--- config.mk ---
export PLATFORM = sky130hd
export DESIGN_NAME = if_stage
export DESIGN_NICKNAME = d
export VERILOG_FILES = /design/src/rtl/if_stage.sv
export SDC_FILE = /design/constraint.sdc
export NUM_CORES = 1
export LEC_CHECK = 0
export ABC_AREA = 0
export BUFFER_PORTS_ARGS = -buffer_cell sky130_fd_sc_hd__buf_4
export CAP_MARGIN = 25
export CELL_PAD_IN_SITES_DETAIL_PLACEMENT = 0
export CELL_PAD_IN_SITES_GLOBAL_PLACEMENT = 1
export CORE_AREA = 4 4 152 154
export DETAILED_ROUTE_END_ITERATION = 6
export DIE_AREA = 0 0 156 158
export PLACE_DENSITY = 0.84
export SLEW_MARGIN = 20
export SYNTH_ARGS = -nofsm -noshare
export SYNTH_HDL_FRONTEND = slang
export SYNTH_SLANG_ARGS = --single-unit
--- constraint.sdc ---
create_clock -name clk_i -period 4.7 [get_ports clk_i]
set_input_delay 0.94 -clock clk_i [delete_from_list [all_inputs] [get_ports clk_i]]
set_output_delay 0.94 -clock clk_i [all_outputs]
set_load 0.05 [all_outputs]
--- src/rtl/if_stage.sv ---
// MIPS instruction-fetch stage: PC, imem req/gnt/rvalid handshake, IF/ID register, one-entry skid.
// Optional performance counters are enabled with the IF_STAGE_PERF_EN macro.
module if_stage #(
    parameter logic [31:0] RESET_PC = 32'h0000_0000
) (
    input  logic        clk_i,
    input  logic        rst_n,
    output logic        imem_req_o,
    output logic [31:0] imem_addr_o,
    input  logic        imem_gnt_i,
    input  logic        imem_rvalid_i,
    input  logic [31:0] imem_rdata_i,
    input  logic        redirect_i,
    input  logic [31:0] redirect_pc_i,
    input  logic        stall_i,
    output logic        id_valid_o,
    output logic [31:0] id_instr_o,
    output logic [5:0]  id_opcode_o,
    output logic [31:0] id_pc_o,
    output logic [31:0] id_pc_plus4_o
`ifdef IF_STAGE_PERF_EN
    ,
    output logic [31:0] perf_fetch_cnt_o,
    output logic [31:0] perf_drop_cnt_o
`endif
);

    // state | meaning
    // RUN   | nothing outstanding
    // WAIT  | one fetch outstanding, result wanted
    // DROP  | one fetch outstanding, result to be discarded
    typedef enum logic [1:0] {
        S_RUN,
        S_WAIT,
        S_DROP
    } state_t;

    state_t      state_q;
    state_t      state_d;
    logic [31:0] pc_q;
    logic [31:0] pc_d;

    logic        skid_valid_q;
    logic [31:0] skid_instr_q;
    logic [31:0] skid_pc_q;

    logic        free;
    logic        grant;
    logic        rsp_take;
    logic        load_id_rsp;
    logic        load_skid;
    logic        drain;

    assign imem_addr_o = pc_q;
    assign id_opcode_o = id_instr_o[31:26];

    always_comb begin
        free        = !id_valid_o || !stall_i;
        imem_req_o  = 1'b0;
        grant       = 1'b0;
        rsp_take    = 1'b0;
        load_id_rsp = 1'b0;
        load_skid   = 1'b0;
        drain       = 1'b0;
        state_d     = state_q;
        pc_d        = pc_q;

        // rst_n gates the request so the memory never sees one during reset
        imem_req_o = rst_n && !redirect_i && !skid_valid_q && free &&
                     ((state_q == S_RUN) || ((state_q == S_WAIT) && imem_rvalid_i));
        grant      = imem_req_o && imem_gnt_i;

        rsp_take    = (state_q == S_WAIT) && imem_rvalid_i && !redirect_i;
        load_id_rsp = rsp_take && !skid_valid_q && free;
        load_skid   = rsp_take && !load_id_rsp;
        drain       = skid_valid_q && free && !redirect_i;

        if (redirect_i) begin
            pc_d = redirect_pc_i & 32'hFFFF_FFFC;
            case (state_q)
                S_WAIT:  state_d = imem_rvalid_i ? S_RUN : S_DROP;
                S_DROP:  state_d = imem_rvalid_i ? S_RUN : S_DROP;
                default: state_d = S_RUN;
            endcase
        end else begin
            if (grant) begin
                pc_d = pc_q + 32'd4;
            end
            case (state_q)
                S_RUN:   state_d = grant ? S_WAIT : S_RUN;
                S_WAIT:  state_d = (imem_rvalid_i && !grant) ? S_RUN : S_WAIT;
                S_DROP:  state_d = imem_rvalid_i ? S_RUN : S_DROP;
                default: state_d = S_RUN;
            endcase
        end
    end

    always_ff @(posedge clk_i or negedge rst_n) begin
        if (!rst_n) begin
            state_q <= S_RUN;
            pc_q    <= RESET_PC;
        end else begin
            state_q <= state_d;
            pc_q    <= pc_d;
        end
    end

    // IF/ID register: skid has priority so program order is kept
    always_ff @(posedge clk_i or negedge rst_n) begin
        if (!rst_n) begin
            id_valid_o    <= 1'b0;
            id_instr_o    <= 32'h0;
            id_pc_o       <= 32'h0;
            id_pc_plus4_o <= 32'd4;
        end else if (redirect_i) begin
            id_valid_o <= 1'b0;
        end else if (drain) begin
            id_valid_o    <= 1'b1;
            id_instr_o    <= skid_instr_q;
            id_pc_o       <= skid_pc_q;
            id_pc_plus4_o <= skid_pc_q + 32'd4;
        end else if (load_id_rsp) begin
            id_valid_o    <= 1'b1;
            id_instr_o    <= imem_rdata_i;
            id_pc_o       <= pc_q - 32'd4;
            id_pc_plus4_o <= pc_q;
        end else if (!stall_i) begin
            id_valid_o <= 1'b0;
        end
    end

    // pc_q has already advanced past the outstanding fetch, so its address is pc_q - 4
    always_ff @(posedge clk_i or negedge rst_n) begin
        if (!rst_n) begin
            skid_valid_q <= 1'b0;
            skid_instr_q <= 32'h0;
            skid_pc_q    <= 32'h0;
        end else if (redirect_i) begin
            skid_valid_q <= 1'b0;
        end else if (load_skid) begin
            skid_valid_q <= 1'b1;
            skid_instr_q <= imem_rdata_i;
            skid_pc_q    <= pc_q - 32'd4;
        end else if (drain) begin
            skid_valid_q <= 1'b0;
        end
    end

`ifdef IF_STAGE_PERF_EN
    logic fetch_evt;
    logic drop_evt;

    assign fetch_evt = rsp_take;
    assign drop_evt  = imem_rvalid_i &&
                       ((state_q == S_DROP) || ((state_q == S_WAIT) && redirect_i));

    always_ff @(posedge clk_i or negedge rst_n) begin
        if (!rst_n) begin
            perf_fetch_cnt_o <= 32'h0;
            perf_drop_cnt_o  <= 32'h0;
        end else begin
            if (fetch_evt) perf_fetch_cnt_o <= perf_fetch_cnt_o + 32'd1;
            if (drop_evt)  perf_drop_cnt_o  <= perf_drop_cnt_o + 32'd1;
        end
    end
`else
    // no performance counters in this build
`endif

endmodule

==> impl_results.md <==
* P_leak at 5.45 nW
* Slew Viols, Final at 0
* Initial Util at 43.5%
* Pin count of the biggest net entering global routing at between 100 and 150
* Setup slack at placement at ~1.3 ns
* Die width at 156 um
* Layout fillers at ~2,000
* Critical Path End Type: output pin
* Final period util at about two thirds
* Hold-fix buffers, CTS at 0
* Main synth FF type: dfrtp_1
* Final Instance Area at ~12,000 sq um
* Outcome: finished, final reports clean
* Port Buf Inserts at around 200
* CTS tree: built
* Unique masters post-synth at 58
* Max cap viols at 0
* Area of the die at about 25,000 sq um
* Ys async rst share at between 90% and 100%
* Slew margin rel. at a little over a third
* Drt total wl at 27,700 um
* Register area at 4710 sq um
* F_max at roughly 310 MHz
* Initial antenna violation count at 0
* Syn Inst Count at just over 1,000
* Die H at between 150 and 200 um
* Worst-path clk slew at roughly 0.060 ns
* Root buf cell: clkbuf_16
* CP max FO at between 40 and 50
* Ports at between 200 and 250
* Layout Nets at 1,255
* CTS Buf Count at 17
* Maximum clock insertion buffer count at 2
* Diode count at 0
* CP Data Arrival Time at between 2 and 2.5 ns
* Post-DP Area at 11,000 sq um
* Drt drc at 0
* PostCTS Resize Cnt at 0
* Flop and latch count out of synthesis at about 190
* Synth warn at 0
* Min cycle time layout at 3.20 ns
* Slew of the pin with the lowest slew margin at between 0.9 and 1 ns
* Commonest non-fill, non-tap cell in the layout: nand2_1
* Hold Worst Slack at 0.477 ns
* Total number of vias at 8,191
* Number of post-CTS setup repair buffers at 0
* Final Hold Vio Count at 0
* Layout cells sized above 1 at 22.4%
* Vias in the first global route at 7,830
* Global route overflow at 0
* Rows at 54
* Detailed Routing Iterations Pass 1 at 5
* Endpoints failing setup at 0
* Core area at approximately 22,000 sq um
* Multi-input logic area at ~4300 sq um
* Clk_skew at about 0.011 ns
* Crit Path Class: input port to output pin
* Post-synth EDFFs at 0
* Num Clock Sinks at 188
* Tot GR Track Use at 22.3%
* Post-Syn Area at approximately 9400 sq um
* Clk_lat worst skew at ~0.43 ns
* Worst setup SP type: input port
* Total negative slack at 0 ns
* Area delta synth->final at 23.6%
* DRT iter0 DRCs at 487
* WP data required at 3.76 ns
* Peak VDD IR at ~0.00022 V
* CTS H-tree depth at 4
* HP Class: flip-flop to flip-flop
* WL per Instance at 18.8 um
* Unrepaired setup endpoints after global routing: false
* Post-DRT Antenna Nets at 0
* Syn avg cell area at between 9 and 10 sq um
* Vias per Instance at approximately 5.6
* Most frequent cells in the layout: nand2_1, buf_4, dfrtp_1, o21ai_0, nor2_1
* PwrDens at 465 nW/um^2
* GP Congestion at between 0.8 and 0.9
* Dpl hpwl at between 15,000 and 20,000 um
* Seq/Total Area, Yosys at between 40 and 50%
* First-pass GRT wire length at around 44,000 um
* Post-route core utilization at between 50% and 60%
* Setup WS post-layout at between 1.5 and 2 ns
-- through the flow --
stage                     cells  power (mW)
after global placement     1437        3.94
after floorplan            1035        3.31
final                      1471        5.42
after global routing       1471        5.65
after CTS                  1470        5.46
after detailed placement   1438        3.96
-- where the power goes --
group	switching [mW]	internal [mW]
clock network	0.648	0.859
logic	1.28	0.538
registers	0.241	1.86
-- worst max-delay path, cell delays in order --
cell and delay [ns]:
buf_4 0.27, a21oi_1 0.56, and3b_1 0.27, buf_4 0.20
-- state kept, by name, summed over array words and instances (netlist names) --
register,flops
id_pc_plus4_o,30
skid_valid_q,1
imem_addr_o,30
id_valid_o,1
id_instr_o,32
skid_instr_q,32
state_q,2
id_pc_o,30
skid_pc_q,30
-- metal layers --
layer | wire (um) | vias up | track usage [%]
met2 | 12400 | 313 | 34.1
met5 | 0 | - | 0
li1 | - | 3885 | -
met4 | 280 | 0 | 4.71
met3 | 2050 | 21 | 4.48
met1 | 13000 | 3972 | 33.1
-- synthesized netlist by cell type (15+ instances only) --
| cell type | number | area (sq um) |
|---|---|---|
| clkbuf_1 | 64 | 240 |
| nand3_1 | 37 | 185 |
| nand2_1 | 212 | 796 |
| nor2_1 | 60 | 225 |
| nand4_1 | 15 | 93.8 |
| o22ai_1 | 27 | 169 |
| a22oi_1 | 30 | 225 |
| mux2i_1 | 30 | 300 |
| o21ai_0 | 98 | 490 |
| dfrtp_1 | 187 | 4680 |
| xor2_1 | 32 | 280 |
| a21oi_1 | 24 | 120 |
| xnor2_1 | 23 | 201 |
-- layout make-up --
class,instances,share of cell area (%)
clock buffers,20,3.84
clock inverters,12,1.38
well taps,280,3.01
flip-flops and latches,188,40.4
repair buffers,212,14.0
inverters,14,0.451
multi-input cells,745,37.0
-- worst paths after layout --
| check | startpoint | end | slack [ns] | cells past startpoint |
|---|---|---|---|---|
| worst max-delay path | redirect_i | imem_req_o | 1.50 | 4 |
| worst min-delay path | skid_instr_q[15]$_DFFE_PN0P_ | skid_instr_q[15]$_DFFE_PN0P_ | 0.48 | 2 |
| worst max register to register | imem_addr_o[2]$_DFFE_PN0P_ | skid_pc_q[12]$_DFFE_PN0P_ | 1.77 | 7 |
| worst min register to register | skid_instr_q[15]$_DFFE_PN0P_ | skid_instr_q[15]$_DFFE_PN0P_ | 0.48 | 2 |
| max in group asynchronous | rst_n | id_pc_o[5]$_DFFE_PN0P_ | 3.03 | 2 |
| min in group asynchronous | rst_n | skid_pc_q[8]$_DFFE_PN0P_ | 0.49 | 1 |
-- logic make-up after synthesis --
kind of cell | share of synthesized area, %
AND/OR/NAND/NOR | 20.8
AO/OA/AOI/OAI | 14.9
flip-flops | 49.9
buffers and inverters | 4.81
XOR/XNOR | 5.11
multiplexers | 3.54
adder cells (fa/ha/maj) | 0.929
other | 0.0398
Power figures use the tool's default switching activity.
